===== src/rtl/fifo_ctrl.sv =====
// Pointer/handshake controller for an external registered-read FIFO memory; 2-edge write-to-present latency, 1 word/cycle.
// Writes stall on full or flush; a show-ahead stage refills whenever it is empty or being consumed.
module fifo_ctrl #(
  parameter int N        = 8,
  parameter int DEEP     = 8,
  parameter int AF_LEVEL = (1 << DEEP) - 4,
  parameter int AE_LEVEL = 4
) (
  input  logic            clk_in,
  input  logic            arst_n,
  input  logic            flush,
  input  logic            wr_valid,
  output logic            wr_ready,
  input  logic [N-1:0]    wr_data,
  output logic            rd_valid,
  input  logic            rd_ready,
  output logic [N-1:0]    rd_data,
  output logic [N-1:0]    mem_data_in,
  output logic [DEEP:0]   mem_address_w,
  output logic [DEEP:0]   mem_address_r,
  output logic            mem_w_en,
  output logic            mem_r_en,
  input  logic [N-1:0]    mem_data_o,
  output logic [DEEP:0]   count,
  output logic            full,
  output logic            almost_full,
  output logic            almost_empty
);

  localparam logic [DEEP:0] DEPTH_C = {1'b1, {DEEP{1'b0}}};
  localparam logic [DEEP:0] AF_C    = (DEEP+1)'(AF_LEVEL);
  localparam logic [DEEP:0] AE_C    = (DEEP+1)'(AE_LEVEL);
  localparam logic [DEEP:0] ONE_C   = (DEEP+1)'(1);

  logic [DEEP:0] wptr_q, wptr_d;
  logic [DEEP:0] rptr_q, rptr_d;
  logic          rd_valid_q, rd_valid_d;
  logic [DEEP:0] cnt;
  logic          accept;
  logic          fetch;

  assign cnt          = wptr_q - rptr_q;
  assign full         = (cnt == DEPTH_C);
  assign almost_full  = (cnt >= AF_C);
  assign almost_empty = (cnt <= AE_C);
  assign count        = cnt;

  assign wr_ready      = ~full & ~flush;
  assign accept        = wr_valid & wr_ready;
  assign mem_w_en      = accept;
  assign mem_address_w = wptr_q;
  assign mem_data_in   = wr_data;

  // Emptiness is judged on the registered wptr, so a word is never read on the edge it is written.
  assign fetch         = (cnt != '0) & (~rd_valid_q | rd_ready) & ~flush;
  assign mem_r_en      = fetch;
  assign mem_address_r = rptr_q;
  assign rd_valid      = rd_valid_q;
  assign rd_data       = mem_data_o;

  always_comb begin
    wptr_d     = wptr_q;
    rptr_d     = rptr_q;
    rd_valid_d = rd_valid_q;
    if (flush) begin
      rptr_d     = wptr_q;
      rd_valid_d = 1'b0;
    end else begin
      if (accept) wptr_d = wptr_q + ONE_C;
      if (fetch) begin
        rptr_d     = rptr_q + ONE_C;
        rd_valid_d = 1'b1;
      end else if (rd_valid_q && rd_ready) begin
        rd_valid_d = 1'b0;
      end
    end
  end

  always_ff @(posedge clk_in or negedge arst_n) begin
    if (!arst_n) begin
      wptr_q     <= '0;
      rptr_q     <= '0;
      rd_valid_q <= 1'b0;
    end else begin
      wptr_q     <= wptr_d;
      rptr_q     <= rptr_d;
      rd_valid_q <= rd_valid_d;
    end
  end

endmodule


===== config.mk =====
export PLATFORM = sky130hd
export DESIGN_NAME = fifo_ctrl
export DESIGN_NICKNAME = d
export VERILOG_FILES = /design/src/rtl/fifo_ctrl.sv
export SDC_FILE = /design/constraint.sdc
export NUM_CORES = 1
export LEC_CHECK = 0
export ABC_AREA = 1
export CAP_MARGIN = 10
export CORE_ASPECT_RATIO = 0.5
export CORE_MARGIN = 8
export CORE_UTILIZATION = 40
export DETAILED_ROUTE_END_ITERATION = 8
export HOLD_SLACK_MARGIN = 0.15
export PLACE_DENSITY = 0.73
export SLEW_MARGIN = 30
export SYNTH_ARGS = -nofsm -noshare
export SYNTH_HDL_FRONTEND = slang
export SYNTH_SLANG_ARGS = --single-unit

===== constraint.sdc =====
create_clock -name clk_in -period 2.97 [get_ports clk_in]
set_clock_uncertainty 0.2 [all_clocks]
set_input_delay 0.594 -clock clk_in [delete_from_list [all_inputs] [get_ports clk_in]]
set_output_delay 0.594 -clock clk_in [all_outputs]
set_load 0.02 [all_outputs]

Word level (Yosys, flattened, before mapping)
Index checks and enable logic that the tools add are counted. Widths: inputs -> output; s select.

Input bits: 21. Logic and storage cells: 27. Output and inout port bits: 50. Flip-flop bits (word level): 19.

Equal/unequal tests: 1. Magnitude comparators: 2. Reduce and logical (&&, ||, !) cells: 5. Mux-type cells: 5. Add/subtract/negate cells: 3. Bitwise operators: 8.

Operators by type and width (number): $add 9x1->9 const B (2); $mux 9 (2); $eq 9x9->1 const B (1); $ge 9x8->1 const B (1); $le 9x3->1 const B (1); $reduce_bool 9->1 (1); $sub 9x9->9 (1); $and 1x1->1 (4); $mux 1 (3); $not 1->1 (3); $reduce_bool 3->1 (1); $reduce_and 2->1 (1); $reduce_bool 2->1 (1); $logic_and 1x1->1 (1); $or 1x1->1 (1).

Logic depth before layout (Yosys ltp)
Depth in word-level cells: 6. Mapped depth: 17. Mapped depth without buffers: 17.

Worst setup path after synthesis
Ideal clock, no wire load.

Path type: register -> output. Start: reg wptr_q[0], in the netlist mem_address_w[0]. End: out almost_full. Buffers on the path: 0. Arrival time: 2.446 ns. Slack: -0.270 ns. Required time: 2.176 ns. Cell stages (with the launch flop): 8. Cell sequence: dfrtp_1 -> inv_1 -> ha_1 -> inv_1 -> fa_1 -> xor2_1 -> nand4_1 -> o31ai_1.

Longest elaborated chain between the ends: 2.

Ends and longest elaborated chain: start, declared (line 35) `logic [DEEP:0] wptr_q, wptr_d;`; start signal, assigned (line 85) `wptr_q <= wptr_d;`; $sub 9x9->9 (line 42) `assign cnt = wptr_q - rptr_q;`; net count[2] (line 24) `output logic [DEEP:0] count,`; $ge 9x8->1 (line 44) `assign almost_full = (cnt >= AF_C);`; end, declared (line 26) `output logic almost_full,`.

The timed path passes the listed nets, and every way through them passes these cells.

Worst setup path after layout
Start: reg wptr_q[0], in the netlist mem_address_w[0]. End: out mem_w_en.

Longest elaborated chain between the ends: 5.

Ends and longest elaborated chain: $sub 9x9->9 (line 42); $eq 9x9->1 (line 43) `assign full = (cnt == DEPTH_C);`; $not 1->1 (line 48) `assign wr_ready = ~full & ~flush;`; $and 1x1->1 (line 48); $and 1x1->1 (line 49) `assign accept = wr_valid & wr_ready;`; end, declared (line 21) `output logic mem_w_en,`.

Every way passes these cells.

==> results.json <==
{
  "place_hpwl_um": 4220,
  "rows": 17,
  "vdd_drop_max_mv": 0.535,
  "cp.buffers_inverters": 4,
  "clockBufferDepth": 2,
  "viasPerCell": 5.01,
  "diodes": 0,
  "die_area_um2": 7140,
  "grt_pass1_vias": 1834,
  "maxCapViolCount": 0,
  "holdWs_ns": 0.409,
  "num_io_pins": 71,
  "root_buffer": "clkbuf_8",
  "yosysTopAreaCellShare": 0.259,
  "cp-end-kind": "output pin",
  "htreeDepth": 1,
  "core_area_um2": 4400,
  "r2r_slack_ns": 0.34,
  "clock.fmax_ghz": 0.330,
  "hold_buffers": 0,
  "dr.pass1.iters": 4,
  "vias": 1928,
  "area_delta_synth_final_pct": 45.4,
  "start_util": 0.417,
  "hold_depth": 2,
  "synth_cell_types": 26,
  "critical_path_class": "reg2out",
  "fin_crit_sh": 1.02,
  "cts.sinks": 19,
  "drive_above_1_share": 0.320,
  "r2r-end": "mem_address_r[0]",
  "worst_pin_slew_ns": 0.360,
  "yosys_warnings": 0,
  "drt-wirelength-per-cell_um": 14.3,
  "ys_async_sr_fraction": 1.00,
  "port_buffers": 38,
  "synth_most_common_cell": "nand2_1",
  "setup_slack_ns": -0.0643,
  "clk_latency_ns": 0.26,
  "gp_congestion": 0.925,
  "critical-path-top-delay-family": "simple AND/OR/NAND/NOR gates",
  "slew_headroom": 0.758,
  "ant_nets": 0,
  "critical_path.max_stage_delay_ns": 0.41,
  "synth_nets": 298,
  "synth_largest_area_cell": "dfrtp_1",
  "path_clk_slew_ns": 0.07,
  "min-delay-start": "mem_address_r[8]",
  "cts_buffers": 3,
  "fp.dieH_um": 63.9,
  "synth_area_um2": 1830,
  "netlist_instances": 265,
  "overflow": 0,
  "antenna_found_initial": 0,
  "synth_ff_type": "dfrtp_1",
  "cts_tree": "yes",
  "setup_violations": 5,
  "cp-start-kind": "flip-flop",
  "nNetsFinal": 362,
  "synth_area_leaders": "dfrtp_1, nand2_1, ha_1",
  "min_to": "mem_address_r[8]",
  "die_w_um": 112,
  "worst_r2r_path_depth": 13,
  "drtIter0Drc": 129,
  "cp_cell_sequence": "inv_2 -> ha_4 -> inv_2 -> fa_2 -> nand2_1 -> nand2_1 -> nand3_2 -> nand3_2 -> nand2_2 -> nand2_2 -> nor2_4 -> nand3_4 -> nand3_2 -> inv_2 -> buf_6",
  "multi_input_area_um2": 1220,
  "drc": 0,
  "cp.depth": 15,
  "ys_seq_elements": 19,
  "hold_class": "reg2reg",
  "rsz0062_at_grt": "true",
  "synth_edf_count": 0,
  "status": "finished, violations left",
  "required_ns": 2.18,
  "worst-path-max-fanout": 4,
  "power_density_nw_per_um2": 1280,
  "grt_first_pass_wirelength_um": 8790,
  "synth_area_per_cell_um2": 6.92,
  "crit_arrival_ns": 2.24,
  "place_ws_ns": -0.315,
  "drv_slew": 0,
  "violations": "setup timing",
  "r2r-start": "mem_address_w[0]",
  "min_period_ns": 3.03,
  "nFillCells": 363,
  "seqCellArea_um2": 477,
  "grt_max_degree": 23,
  "p_leak_nw": 1.34,
  "hold_viol_final": 0,
  "synthTopCellsByCount": "nand2_1, inv_1, nand3_1, dfrtp_1, buf_4",
  "totalWireLength_um": 5490,
  "grt_usage": 0.149,
  "yosysSeqAreaShare": 0.259,
  "critPathSlowestCell": "dfrtp_2"
}
## state kept, by name, indices dropped and copies added (netlist names)
name,cells
mem_address_r,9
rd_valid,1
mem_address_w,9
## worst reg2reg max path: stages, from the launching register on
cell     delay, ns
dfrtp_2       0.41
inv_2         0.07
ha_4          0.12
inv_2         0.03
fa_2          0.37
buf_6         0.14
xor2_4        0.16
nor3_4        0.27
nand3_2       0.14
nand2_2       0.09
buf_4         0.19
nand2_2       0.16
nand2_1       0.10
nand2_1       0.06
## placed cells by master (no fill, tap or decap), types with 10 or more instances in the layout
cell,Yosys,routed
o21ai_0,10,10
clkdlybuf4s50_1,0,25
nand2_2,7,13
nand3_1,23,19
buf_4,16,42
nand2_1,77,71
nand4_1,12,12
dfrtp_1,19,18
inv_1,36,29
## how the worst max path moves through the flow
stage / end / slack (ns) / startpoint
after global routing: mem_r_en / -0.16 / mem_address_w[0]
final: mem_w_en / -0.06 / mem_address_w[0]
after CTS: mem_w_en / -0.09 / mem_address_w[0]
after detailed placement: mem_w_en / -0.32 / mem_address_w[0]
after floorplan: wr_ready / 0.01 / mem_address_r[0]
after global placement: mem_w_en / -0.22 / mem_address_w[0]
## what timing repair did
item,CTS,global route
pin swaps,14,7
buffers inserted,2,0
gates cloned,0,0
gates resized for setup,61,24
endpoints found under the setup margin,13,12
## report_power, final
part / internal, mW / switching (mW)
sequential: 0.311 / 0.0446
clock: 0.0955 / 0.0884
combinational: 1.30 / 1.57
total: 1.70 / 1.70
## cell type report
cell class	instances	share of cell area
Clock buffer	4	0.0169
Multi-Input combinational cell	185	0.456
Sequential cell	19	0.179
Inverter	38	0.0535
Tap cell	57	0.0267
Timing Repair Buffer	82	0.268
## layer usage
layer	up-vias	GRT usage	wire, µm
met3	16	0.0300	400
li1	949	-	-
met4	0	0.0607	133
met1	890	0.184	2340
met2	73	0.252	2620
met5	-	0	0
## cell families (layout without fill, tap and decap cells)
| kind of cell | Yosys count | in the layout | share of synthesized area |
|---|---|---|---|
| and+or+nand+nor | 139 | 139 | 0.357 |
| buffers and inverters | 61 | 124 | 0.167 |
| DFF | 19 | 19 | 0.259 |
| AOI/OAI and AO/OA | 17 | 17 | 0.0491 |
| xor gates and xnor gates | 17 | 17 | 0.0812 |
| adders and majority gates | 12 | 12 | 0.0859 |
## metrics by stage
stage	TNS, ns	cells	instance area [µm²]	util	power (mW)
floorplan	0	265	1880	-	1.81
global placement	-1.22	380	2490	0.566	2.91
detailed placement	-1.83	380	2490	0.566	2.97
CTS	-0.214	385	2620	0.595	3.32
global route	-0.734	385	2670	0.606	3.66
finish	-0.203	385	2670	0.606	3.41
(Power assumes the default switching activity.)
